==> src/rtl/prog_loader_pkg.sv <==
// Shared types for the boot-time program loader: FSM states, byte type and
// the checksum target used when PROG_LOADER_CHECKSUM_EN is defined.
package prog_loader_pkg;

  typedef enum logic [2:0] {
    IDLE  = 3'd0,
    LEN   = 3'd1,
    DATA  = 3'd2,
    ADDR  = 3'd3,
    WRITE = 3'd4,
    CHK   = 3'd5,
    DONE  = 3'd6,
    ERR   = 3'd7
  } state_t;

  typedef logic [7:0] byte_t;

  localparam byte_t CHECKSUM_OK = 8'h00;

endpackage

==> src/rtl/prog_loader_if.sv <==
// Stream-in / bus-out signal bundle of prog_loader. The master side feeds the
// byte stream and start; the slave side (the loader) drives bus, RAM strobes and status.
interface prog_loader_if;
  import prog_loader_pkg::*;

  // Handshake: i_byte moves on a rising edge where i_byteValid & o_byteReady;
  // while valid and not ready the source holds i_byte stable, and valid may drop at any time.
  logic   i_start;
  byte_t  i_byte;
  logic   i_byteValid;
  logic   o_byteReady;
  byte_t  o_busData;
  logic   o_busEn;
  logic   o_ramAddressEn;
  logic   o_ramWriteEn;
  logic   o_cpuHold;
  logic   o_done;
  logic   o_error;
  byte_t  o_count;
  state_t dbgState;

  modport master (
    output i_start, i_byte, i_byteValid,
    input  o_byteReady, o_busData, o_busEn, o_ramAddressEn, o_ramWriteEn,
           o_cpuHold, o_done, o_error, o_count, dbgState
  );

  modport slave (
    input  i_start, i_byte, i_byteValid,
    output o_byteReady, o_busData, o_busEn, o_ramAddressEn, o_ramWriteEn,
           o_cpuHold, o_done, o_error, o_count, dbgState
  );

endinterface

==> src/rtl/prog_loader.sv <==
// Boot loader: takes a length-prefixed byte stream and writes it into program RAM
// over the shared bus (address cycle, then data cycle). Optional trailer check: PROG_LOADER_CHECKSUM_EN.
module prog_loader
  import prog_loader_pkg::*;
#(
  parameter int                DATA_W    = 8,
  parameter logic [DATA_W-1:0] BASE_ADDR = 8'h00
) (
  input logic          i_clk,
  input logic          i_reset,
  prog_loader_if.slave loadBus
);

  state_t state;
  byte_t  addr;
  byte_t  len;
  byte_t  dataHold;
`ifdef PROG_LOADER_CHECKSUM_EN
  byte_t  sum;
`endif

  logic accept;
  assign accept = loadBus.i_byteValid & loadBus.o_byteReady;

  assign loadBus.dbgState = state;

  // All outputs are registered and updated together with the state they belong to.
  always_ff @(posedge i_clk) begin
    if (i_reset) begin
      state                  <= IDLE;
      addr                   <= BASE_ADDR;
      len                    <= '0;
      dataHold               <= '0;
`ifdef PROG_LOADER_CHECKSUM_EN
      sum                    <= '0;
`endif
      loadBus.o_byteReady    <= 1'b0;
      loadBus.o_busData      <= '0;
      loadBus.o_busEn        <= 1'b0;
      loadBus.o_ramAddressEn <= 1'b0;
      loadBus.o_ramWriteEn   <= 1'b0;
      loadBus.o_cpuHold      <= 1'b0;
      loadBus.o_done         <= 1'b0;
      loadBus.o_error        <= 1'b0;
      loadBus.o_count        <= '0;
    end else begin
      case (state)
        IDLE, DONE, ERR: begin
          if (loadBus.i_start) begin
            state               <= LEN;
            addr                <= BASE_ADDR;
            loadBus.o_cpuHold   <= 1'b1;
            loadBus.o_done      <= 1'b0;
            loadBus.o_error     <= 1'b0;
            loadBus.o_count     <= '0;
            loadBus.o_byteReady <= 1'b1;
          end
        end
        LEN: begin
          if (accept) begin
            if (loadBus.i_byte == 8'h00) begin
              state               <= ERR;
              loadBus.o_byteReady <= 1'b0;
              loadBus.o_cpuHold   <= 1'b0;
              loadBus.o_error     <= 1'b1;
            end else begin
              state <= DATA;
              len   <= loadBus.i_byte;
`ifdef PROG_LOADER_CHECKSUM_EN
              sum   <= loadBus.i_byte;
`endif
            end
          end
        end
        DATA: begin
          if (accept) begin
            state                  <= ADDR;
            dataHold               <= loadBus.i_byte;
`ifdef PROG_LOADER_CHECKSUM_EN
            sum                    <= byte_t'(sum + loadBus.i_byte);
`endif
            loadBus.o_byteReady    <= 1'b0;
            loadBus.o_busEn        <= 1'b1;
            loadBus.o_busData      <= addr;
            loadBus.o_ramAddressEn <= 1'b1;
          end
        end
        ADDR: begin
          state                  <= WRITE;
          loadBus.o_busData      <= dataHold;
          loadBus.o_ramAddressEn <= 1'b0;
          loadBus.o_ramWriteEn   <= 1'b1;
        end
        WRITE: begin
          addr                 <= byte_t'(addr + 8'd1);
          loadBus.o_count      <= byte_t'(loadBus.o_count + 8'd1);
          loadBus.o_ramWriteEn <= 1'b0;
          loadBus.o_busEn      <= 1'b0;
          loadBus.o_busData    <= '0;
          if (byte_t'(loadBus.o_count + 8'd1) == len) begin
`ifdef PROG_LOADER_CHECKSUM_EN
            state               <= CHK;
            loadBus.o_byteReady <= 1'b1;
`else
            state               <= DONE;
            loadBus.o_cpuHold   <= 1'b0;
            loadBus.o_done      <= 1'b1;
`endif
          end else begin
            state               <= DATA;
            loadBus.o_byteReady <= 1'b1;
          end
        end
`ifdef PROG_LOADER_CHECKSUM_EN
        CHK: begin
          // Written bytes stay in RAM even when the trailer does not match.
          if (accept) begin
            loadBus.o_byteReady <= 1'b0;
            loadBus.o_cpuHold   <= 1'b0;
            if (byte_t'(sum + loadBus.i_byte) == CHECKSUM_OK) begin
              state          <= DONE;
              loadBus.o_done <= 1'b1;
            end else begin
              state           <= ERR;
              loadBus.o_error <= 1'b1;
            end
          end
        end
`endif
        default: begin
          state <= IDLE;
        end
      endcase
    end
  end

endmodule

==> src/flat_wrapper.sv <==
// flat-port wrapper written by rule: the top's interface ports become plain ports
module prog_loader_flat import prog_loader_pkg::*;
#(
  parameter int                DATA_W    = 8,
  parameter logic [DATA_W-1:0] BASE_ADDR = 8'h00
)
  (i_clk, i_reset, loadBus_i_start, loadBus_i_byte, loadBus_i_byteValid, loadBus_o_byteReady, loadBus_o_busData, loadBus_o_busEn, loadBus_o_ramAddressEn, loadBus_o_ramWriteEn, loadBus_o_cpuHold, loadBus_o_done, loadBus_o_error, loadBus_o_count, loadBus_dbgState);
  prog_loader_if loadBus_i ();
  input logic i_clk;
  input logic i_reset;
  input wire logic [$bits(loadBus_i.i_start)-1:0] loadBus_i_start;
  input wire logic [$bits(loadBus_i.i_byte)-1:0] loadBus_i_byte;
  input wire logic [$bits(loadBus_i.i_byteValid)-1:0] loadBus_i_byteValid;
  output wire logic [$bits(loadBus_i.o_byteReady)-1:0] loadBus_o_byteReady;
  output wire logic [$bits(loadBus_i.o_busData)-1:0] loadBus_o_busData;
  output wire logic [$bits(loadBus_i.o_busEn)-1:0] loadBus_o_busEn;
  output wire logic [$bits(loadBus_i.o_ramAddressEn)-1:0] loadBus_o_ramAddressEn;
  output wire logic [$bits(loadBus_i.o_ramWriteEn)-1:0] loadBus_o_ramWriteEn;
  output wire logic [$bits(loadBus_i.o_cpuHold)-1:0] loadBus_o_cpuHold;
  output wire logic [$bits(loadBus_i.o_done)-1:0] loadBus_o_done;
  output wire logic [$bits(loadBus_i.o_error)-1:0] loadBus_o_error;
  output wire logic [$bits(loadBus_i.o_count)-1:0] loadBus_o_count;
  output wire logic [$bits(loadBus_i.dbgState)-1:0] loadBus_dbgState;
  assign loadBus_i.i_start = loadBus_i_start;
  assign loadBus_i.i_byte = loadBus_i_byte;
  assign loadBus_i.i_byteValid = loadBus_i_byteValid;
  assign loadBus_o_byteReady = loadBus_i.o_byteReady;
  assign loadBus_o_busData = loadBus_i.o_busData;
  assign loadBus_o_busEn = loadBus_i.o_busEn;
  assign loadBus_o_ramAddressEn = loadBus_i.o_ramAddressEn;
  assign loadBus_o_ramWriteEn = loadBus_i.o_ramWriteEn;
  assign loadBus_o_cpuHold = loadBus_i.o_cpuHold;
  assign loadBus_o_done = loadBus_i.o_done;
  assign loadBus_o_error = loadBus_i.o_error;
  assign loadBus_o_count = loadBus_i.o_count;
  assign loadBus_dbgState = loadBus_i.dbgState;
  prog_loader #(.DATA_W(DATA_W), .BASE_ADDR(BASE_ADDR)) u_core (.i_clk(i_clk), .i_reset(i_reset), .loadBus(loadBus_i));
endmodule
==> config.mk <==
export PLATFORM = sky130hd
export DESIGN_NAME = prog_loader_flat
export DESIGN_NICKNAME = d
export VERILOG_FILES = /design/src/rtl/prog_loader_pkg.sv /design/src/rtl/prog_loader_if.sv /design/src/rtl/prog_loader.sv /design/src/flat_wrapper.sv
export SDC_FILE = /design/constraint.sdc
export NUM_CORES = 1
export LEC_CHECK = 0
export BUFFER_PORTS_ARGS = -buffer_cell sky130_fd_sc_hd__clkbuf_2
export CORE_UTILIZATION = 59
export CTS_BUF_LIST = sky130_fd_sc_hd__clkbuf_4
export DETAILED_ROUTE_END_ITERATION = 8
export PLACE_DENSITY_LB_ADDON = 0.08
export SYNTH_ARGS = -nofsm -noshare
export SYNTH_HDL_FRONTEND = slang
export SYNTH_SLANG_ARGS = --single-unit
==> constraint.sdc <==
create_clock -name i_clk -period 2.15 [get_ports i_clk]
set_input_delay 0.1075 -clock i_clk [delete_from_list [all_inputs] [get_ports i_clk]]
set_output_delay 0.1075 -clock i_clk [all_outputs]
set_load 0.02 [all_outputs]
==> summary.txt, run 1 <==
Status = complete, no violations
Clock tree buffer depth = 2
Distinct cell type count after synthesis = 43
Setup TNS = 0 ns
Routed WL per cell = 15.1 um
CP Capture Type = register
Worst reg2reg path endpoint = u_core.loadBus.o_byteReady
Die area = 0.00455 mm^2
Inst Count DP = 404
Crit. Startpoint = u_core.loadBus.o_count[1]
Starting Density = 62.2%
Setup Fix Bufs, Post-CTS = 0
Vias = 2515
Synth warnings = 0
Crit Path Max Fanout = 5
CTS root buf = clkbuf_4
I/O pin count = 38
Gpl congestion = 0.881
Final non-filler cell total = 414
Required @ worst endpoint = 2.42 ns
Antenna violations before repair = 0
IO Port Bufs = 37
Crit start category = register
# DRC = 0
Max-slew headroom = 53.8%
Clock skew = 0.0157 ns
Mapped Area = 0.00252 mm^2
Setup-failing EPs final = 0
Finished Cell Area = 0.00294 mm^2
N_diodes = 0
Core Rows = 23
Hold path cells = 3
Initial DRT Pass Iterations = 4
Final Cycle Share = 92.5%
Max Clock Freq = 0.503 GHz
PD cells = 741 mW/mm^2
Syn Area/Cell = 7.94 um^2
Largest net degree at the start of global routing = 36
Tot GR Track Use = 30.1%
CTS tree = done
Hold_sp = loadBus_i_byte[0]
Worst r2r src = u_core.loadBus.o_count[1]
Post-placement cell area = 0.00284 mm^2
Final WL = 6240 um
Hold Crit Class = in -> reg
Final Hold Viols = 0
Mapped Nets = 332
Hold EP = u_core.dataHold[0]
Max-cap viol count = 0
Via density = 6.07
Crit path kind = reg -> reg
CORE AREA = 0.00406 mm^2
Vias in the first global route = 2094
Htree depth = 2
Final nets = 377
Slew @ Worst Pin = 0.686 ns
Clk pin slew, worst setup/hold paths = 0.14 ns
Worst vdd ir = 0.424 mV
Worst reg2reg setup slack = 0.16 ns
DP HPWL = 4530 um
Hold_ws = 0.00836 ns
Static Leakage = 1.13 nW
Global-route wire length before repair = 10100 um
Worst skew pair latency = 0.37 ns
Area Overhead vs Synth = 16.6%
Share of layout cells above drive strength 1 = 20.9%
Sequential fraction of the synthesis area = 39.6%
Antenna Nets Post-Route = 0
FF+latch count, synth = 50
Initial DRC Count = 255
Final max-slew violation count = 0
Synth Instances = 318
R2R depth = 7
Data arrival, critical path = 2.26 ns
CTS Sinks = 50
CTS buffer count = 5
Grt ovf = 0
RSZ-0062 raised after global routing = no
Total Power = 2.18 mW
Final min period = 1.99 ns
Die H = 67.4 um
Die X-Extent = 67.4 um
==> layout by cell type, fill, tap and decap left out, types with 8 or more instances in the layout <==
cell and count:
nand3_1 11, nor3_1 16, buf_4 20, clkbuf_2 37, nand2_1 23, nor2_1 50, o21ai_0 15, a21oi_1 33
dfxtp_1 50, mux2i_1 16, o22ai_1 8
==> cell type report <==
type	count	area [um^2]
Fill cell	337	1110
Clock buffer	5	37.5
Clock inverter	3	40.0
Timing Repair Buffer	59	355
Multi-Input combinational cell	243	1430
Inverter	4	15.0
Sequential cell	50	1000
Tap cell	50	62.6
==> routing by layer <==
metal,up-vias,track usage (%),share of wire (%),wire [um]
li1,1232,-,-,-
met1,1190,42.5,47,2960
met2,82,45.3,46,2840
met3,11,5.57,5.2,322
met4,0,11.2,1.8,114
met5,-,0,0,0
==> per-stage QoR <==
stage | setup slack, ns | utilization [%]
after floorplan | 0.198 | -
after global placement | 0.174 | 70.0
after detailed placement | 0.139 | 70.0
after CTS | 0.128 | 72.4
after global routing | 0.00428 | 72.6
final | 0.162 | 72.6
==> cell families after synthesis <==
| logic type | count (synthesis) | synth area share [%] |
|---|---|---|
| compound gates | 85 | 20.6 |
| xor+xnor | 11 | 3.82 |
| fa+ha+maj | 2 | 0.991 |
| buf+inv | 25 | 4.11 |
| flops | 50 | 39.6 |
| mux | 17 | 6.79 |
| simple gates | 128 | 24.0 |
==> report_power, final <==
group	internal, mW	switching [mW]	leakage (nW)
Sequential	0.966	0.0422	0.404
Combinational	0.252	0.385	0.678
Clock	0.241	0.294	0.0450
Total	1.46	0.722	1.13
==> synthesized netlist by cell type <==
| cell type | instances | area [um^2] |
|---|---|---|
| xnor2_1 | 6 | 52.6 |
| or4_1 | 2 | 15.0 |
| nand2b_1 | 6 | 37.5 |
| o31ai_1 | 1 | 7.51 |
| o31a_1 | 1 | 8.76 |
| dfxtp_1 | 50 | 1000 |
| o21ai_0 | 15 | 75.1 |
| nand3_1 | 11 | 55.1 |
| a211o_1 | 2 | 17.5 |
| nor2b_1 | 6 | 37.5 |
| xor2_1 | 5 | 43.8 |
| nor3_4 | 1 | 16.3 |
| o21ai_1 | 1 | 5.00 |
| buf_1 | 1 | 3.75 |
| a41o_1 | 1 | 10.0 |
| a31oi_1 | 6 | 37.5 |
| o31ai_2 | 1 | 12.5 |
| inv_1 | 4 | 15.0 |
| nand2_1 | 23 | 86.3 |
| nor3_1 | 16 | 80.1 |
| or2_1 | 1 | 6.26 |
| and3_1 | 2 | 12.5 |
| a211oi_1 | 2 | 15.0 |
| o221a_2 | 1 | 11.3 |
| nand4_1 | 3 | 18.8 |
| a22oi_1 | 3 | 22.5 |
| nor2_1 | 50 | 188 |
| o22ai_1 | 8 | 50.1 |
| mux2i_1 | 16 | 160 |
| and2_0 | 1 | 6.26 |
| buf_2 | 8 | 40.0 |
| mux2_2 | 1 | 11.3 |
| or4_4 | 1 | 11.3 |
| nor2_4 | 1 | 11.3 |
| a21oi_1 | 34 | 170 |
| ha_1 | 2 | 25.0 |
| a21o_1 | 1 | 7.51 |
| nor4_1 | 3 | 18.8 |
| clkbuf_1 | 12 | 45.0 |
| or2_2 | 1 | 6.26 |
| a31o_2 | 1 | 8.76 |
| a311oi_1 | 6 | 52.6 |
| a32oi_1 | 1 | 8.76 |
==> state kept, by name, indices dropped and copies added (netlist names) <==
register / cells
u_core.dataHold: 8
u_core.loadBus.o_busData: 8
u_core.addr: 8
u_core.loadBus.o_error: 1
u_core.len: 8
u_core.loadBus.o_done: 1
u_core.loadBus.o_ramWriteEn: 1
u_core.loadBus.dbgState: 3
u_core.loadBus.o_busEn: 1
u_core.loadBus.o_count: 8
u_core.loadBus.o_cpuHold: 1
u_core.loadBus.o_ramAddressEn: 1
u_core.loadBus.o_byteReady: 1
==> how the worst max path moves through the flow <==
| stage | depth (start not counted) | endpoint |
|---|---|---|
| finish | 7 | u_core.loadBus.o_byteReady |
| global route | 7 | u_core.loadBus.o_byteReady |
| CTS | 7 | u_core.loadBus.o_byteReady |
| detailed placement | 7 | u_core.loadBus.o_byteReady |
| global placement | 7 | u_core.loadBus.o_byteReady |
| floorplan | 7 | u_core.loadBus.o_byteReady |
==> what timing repair did <==
action,4_1_cts,5_1_grt
gates resized for setup,0,2
endpoints found under the hold margin,2,0
endpoints found under the setup margin,0,9
hold buffers,2,0
==> worst max-delay path, stage by stage (launching register included) <==
cell,delay (ns)
dfxtp_1,0.36
ha_2,0.24
nand3_1,0.16
xnor2_1,0.17
nor3_1,0.20
nand4_1,0.19
or2_1,0.31
a211o_1,0.27
Power figures use the tool's default switching activity.
==> inputs of run 2 (changes only) <==
--- a/config.mk
+++ b/config.mk
@@ -6,8 +6,10 @@
 export NUM_CORES = 1
 export LEC_CHECK = 0
 export BUFFER_PORTS_ARGS = -buffer_cell sky130_fd_sc_hd__clkbuf_2
+export CORE_ASPECT_RATIO = 1.4
 export CORE_UTILIZATION = 59
 export CTS_BUF_LIST = sky130_fd_sc_hd__clkbuf_4
+export CTS_CLUSTER_SIZE = 28
 export DETAILED_ROUTE_END_ITERATION = 8
 export PLACE_DENSITY_LB_ADDON = 0.08
 export SYNTH_ARGS = -nofsm -noshare
==> constraint.sdc (replaced) <==
create_clock -name i_clk -period 2.15 [get_ports i_clk]
set_input_delay 0.1075 -clock i_clk [delete_from_list [all_inputs] [get_ports i_clk]]
set_output_delay 0.1075 -clock i_clk [all_outputs]
set_load 0.1 [all_outputs]
==> summary.txt, run 2 (synthesis gave the netlist of run 1 again) <==
I/O pin count = 38
Max-cap viol count = 0
Die H = 79.4 um
CTS Sinks = 50
Status = complete, but fails checks
Antenna violations before repair = 0
Htree depth = 2
CTS tree = done
Hold Crit Class = in -> reg
CTS buffer count = 5
Crit Path Max Fanout = 9
Crit-path slowest cell = dfxtp_2
Area Overhead vs Synth = 13.3%
Share of layout cells above drive strength 1 = 21.6%
Vias = 2435
Initial DRC Count = 148
Final WS setup = 0.140 ns
Failing checks = DRC
CORE AREA = 0.00402 mm^2
Final WL = 6110 um
Tot GR Track Use = 28.7%
IO Port Bufs = 37
Static Leakage = 1.08 nW
Clk pin slew, worst setup/hold paths = 0.13 ns
Max-slew headroom = 59.1%
Worst vdd ir = 0.402 mV
Clock tree buffer depth = 2
Crit path kind = reg -> reg
N_diodes = 0
Commonest cells after routing, fill and taps aside = 50 x nor2_1, 41 x dfxtp_1, 37 x clkbuf_2, 33 x a21oi_1, 23 x nand2_1
Data arrival, critical path = 2.28 ns
Gpl congestion = 0.977
Routed WL per cell = 15.3 um
Crit start category = register
PD cells = 775 mW/mm^2
RSZ-0062 raised after global routing = no
Final max-slew violation count = 0
DP HPWL = 4450 um
Setup TNS = 0 ns
Global-route wire length before repair = 10100 um
Starting Density = 62.8%
Setup Fix Bufs, Post-CTS = 0
Final Cycle Share = 93.5%
Grt ovf = 0
Clock skew = 0.0137 ns
CTS root buf = clkbuf_4
Initial DRT Pass Iterations = 9
CP Capture Type = register
Die X-Extent = 57.3 um
Max Clock Freq = 0.498 GHz
Required @ worst endpoint = 2.42 ns
Worst skew pair latency = 0.37 ns
Final nets = 369
Setup-failing EPs final = 0
Most common cell after layout, fill and taps aside = nor2_1
Pre-CTS WS = 0.106 ns
Core Rows = 27
Slowest stage delay, CP = 0.44 ns
Slew @ Worst Pin = 0.613 ns
Final Hold Viols = 0
Worst-path cell chain = ha_2 > nand3_1 > xnor2_1 > nor3_1 > nand4_1 > or2_1 > a211o_1
Total Power = 2.22 mW
Antenna Nets Post-Route = 0
Filler instances = 361
Final min period = 2.01 ns
# DRC = 5
Via density = 6.10
Largest net degree at the start of global routing = 29
Vias in the first global route = 2197
Die area = 0.00455 mm^2
==> run 2: report_power, final <==
group          internal [mW]  switching [mW]
Sequential             0.968          0.0495
Clock                  0.136           0.287
Combinational          0.234           0.543
Total                   1.34           0.879
==> run 2: routing by layer <==
layer  wire, um  GRT usage (%)
met1       2620           35.5
met2       3010           48.6
met3        328           4.38
met4        142           12.9
met5          0              0
==> run 2: path summary, 6_finish.rpt <==
check	from	endpoint	slack, ns	depth (start not counted)
worst min register to register	u_core.loadBus.o_ramWriteEn	u_core.loadBus.o_ramWriteEn	0.49	2
worst max register to register	u_core.loadBus.o_count[0]	u_core.loadBus.o_byteReady	0.14	7
worst max-delay path	u_core.loadBus.o_count[0]	u_core.loadBus.o_byteReady	0.14	7
worst min-delay path	loadBus_i_byte[2]	u_core.dataHold[2]	0.02	3
==> run 2: through the flow <==
step | instance area [um^2] | instances | hold slack [ns] | util (%)
after floorplan | 2540 | 318 | 0.255 | -
after global placement | 2790 | 390 | 0.392 | 69.4
after detailed placement | 2790 | 390 | 0.396 | 69.4
after CTS | 2840 | 398 | 0.00477 | 70.7
after global routing | 2860 | 399 | 0.0150 | 71.1
final | 2860 | 399 | 0.0164 | 71.1
==> run 2: timing repair <==
item                                    4_1_cts  5_1_grt
hold buffers                                  0        1
endpoints found under the hold margin         0        1
gates resized for setup                       0        2
endpoints found under the setup margin        0        6
==> run 2: layout make-up <==
cell class | instances | area (um^2) | area share [%]
inverters | 4 | 15.0 | 0.525
repair buffers | 51 | 293 | 10.2
multi-input cells | 243 | 1430 | 50.1
well taps | 43 | 53.8 | 1.88
clock inverters | 2 | 8.76 | 0.306
flip-flops and latches | 50 | 1010 | 35.4
clock buffers | 6 | 45.0 | 1.57
==> run 2: worst max-delay path: cells and delay by family (launching register included) <==
family                     cells  cell delay [ns]
AOI/OAI and AO/OA              1             0.26
xor gates and xnor gates       1             0.16
adders and majority gates      1             0.26
DFF                            1             0.44
and+or+nand+nor                4             0.81
==> inputs of run 3 (changes only) <==
--- a/config.mk
+++ b/config.mk
@@ -11,7 +11,9 @@
 export CTS_BUF_LIST = sky130_fd_sc_hd__clkbuf_4
 export CTS_CLUSTER_SIZE = 28
 export DETAILED_ROUTE_END_ITERATION = 8
+export HOLD_SLACK_MARGIN = 0.12
 export PLACE_DENSITY_LB_ADDON = 0.08
+export SLEW_MARGIN = 30
 export SYNTH_ARGS = -nofsm -noshare
 export SYNTH_HDL_FRONTEND = slang
 export SYNTH_SLANG_ARGS = --single-unit
==> summary.txt, run 3 (synthesis gave the netlist of run 1 again) <==
Final max-slew violation count = 0
Most common cell after layout, fill and taps aside = nor2_1
CTS buffer count = 5
Initial DRC Count = 164
Total Power = 2.23 mW
Die area = 0.00455 mm^2
Delay-heaviest family, CP = simple AND/OR/NAND/NOR gates
Grt ovf = 0
Vias in the first global route = 2219
Sum of buffers and inverters on the critical path = 0
Worst skew pair latency = 0.37 ns
Hold path cells = 3
Gpl congestion = 0.977
N_diodes = 0
Final Hold Viols = 0
Final WL = 6170 um
Crit Path Max Fanout = 9
CORE AREA = 0.00402 mm^2
Vias = 2472
Required @ worst endpoint = 2.42 ns
Status = complete, but fails checks
Static Leakage = 1.11 nW
Final Cycle Share = 93.5%
Antenna Nets Post-Route = 0
Max Clock Freq = 0.498 GHz
Crit start category = register
Slowest stage delay, CP = 0.44 ns
PD cells = 758 mW/mm^2
CTS tree = done
Data arrival, critical path = 2.28 ns
Largest net degree at the start of global routing = 29
Area Overhead vs Synth = 16.5%
Setup Fix Bufs, Post-CTS = 0
Die H = 79.4 um
Clk pin slew, worst setup/hold paths = 0.14 ns
Clock skew = 0.0164 ns
Slew @ Worst Pin = 0.619 ns
# DRC = 5
Tot GR Track Use = 29.0%
Hold_ws = 0.189 ns
CP Capture Type = register
Share of layout cells above drive strength 1 = 21.2%
CTS root buf = clkbuf_4
Finished Cell Area = 0.00294 mm^2
DP HPWL = 4450 um
Global-route wire length before repair = 10200 um
Commonest cells after routing, fill and taps aside = 50 x nor2_1, 41 x dfxtp_1, 37 x clkbuf_2, 33 x a21oi_1, 23 x nand2_1
Htree depth = 2
Stages on worst setup path = 7
Core Rows = 27
Starting Density = 62.8%
CTS Sinks = 50
Worst vdd ir = 0.402 mV
Die X-Extent = 57.3 um
Setup-failing EPs final = 0
Inst Count DP = 390
Routed WL per cell = 15.1 um
Crit path kind = reg -> reg
Hold Crit Class = in -> reg
Antenna violations before repair = 0
Post-placement cell area = 0.00279 mm^2
Clock tree buffer depth = 2
Final non-filler cell total = 407
Final nets = 377
Crit-path slowest cell = dfxtp_2
Final min period = 2.01 ns
RSZ-0062 raised after global routing = no
Failing checks = DRC
Initial DRT Pass Iterations = 9
R2R depth = 7
Max-cap viol count = 0
IO Port Bufs = 37
Max-slew headroom = 58.7%
Via density = 6.07
I/O pin count = 38
Worst-path cell chain = ha_2 > nand3_1 > xnor2_1 > nor3_1 > nand4_1 > or2_1 > a211o_1
[run 3: path summary, 6_finish.rpt]
check | startpoint | to | slack (ns)
worst max-delay path | u_core.loadBus.o_count[0] | u_core.loadBus.o_byteReady | 0.14
worst min-delay path | loadBus_i_start | u_core.loadBus.dbgState[0] | 0.19
worst max register to register | u_core.loadBus.o_count[0] | u_core.loadBus.o_byteReady | 0.14
worst min register to register | u_core.loadBus.o_ramWriteEn | u_core.loadBus.o_ramWriteEn | 0.49
[run 3: where the power goes]
part,total [mW],switching (mW),internal [mW]
sequential,1.02,0.0496,0.968
clock,0.421,0.285,0.136
combinational,0.789,0.545,0.244
total,2.23,0.880,1.35
[run 3: worst reg2reg max path, stage by stage, from the launching register on]
cell	delay, ns
dfxtp_2	0.44
ha_2	0.26
nand3_1	0.15
xnor2_1	0.16
nor3_1	0.16
nand4_1	0.19
or2_1	0.31
a211o_1	0.26
[run 3: metrics by stage]
stage / setup WS (ns) / TNS (ns) / util [%]
2_1_floorplan: -0.128 / -0.592 / -
3_3_place_gp: 0.109 / 0 / 69.4
3_5_place_dp: 0.106 / 0 / 69.4
4_1_cts: 0.0947 / 0 / 73.0
5_1_grt: 0.0178 / 0 / 73.1
6_report: 0.140 / 0 / 73.1
[run 3: layout make-up]
class / count / area, um^2
Clock inverter: 2 / 8.76
Sequential cell: 50 / 1010
Fill cell: 345 / 1080
Clock buffer: 6 / 45.0
Inverter: 4 / 15.0
Multi-Input combinational cell: 243 / 1430
Tap cell: 43 / 53.8
Timing Repair Buffer: 59 / 373
[run 3: metal layers]
layer	share of wire, %	global-route usage, %	vias up
met5	0	0	-
met4	2.0	12.2	0
met3	4.5	4.38	10
met2	50	49.6	77
met1	43	35.8	1156
li1	-	-	1229
[run 3: repair_timing]
action,CTS,global route
setup endpoints to repair,0,1
endpoints found under the hold margin,17,0
hold buffers,9,0
resized for setup,0,1
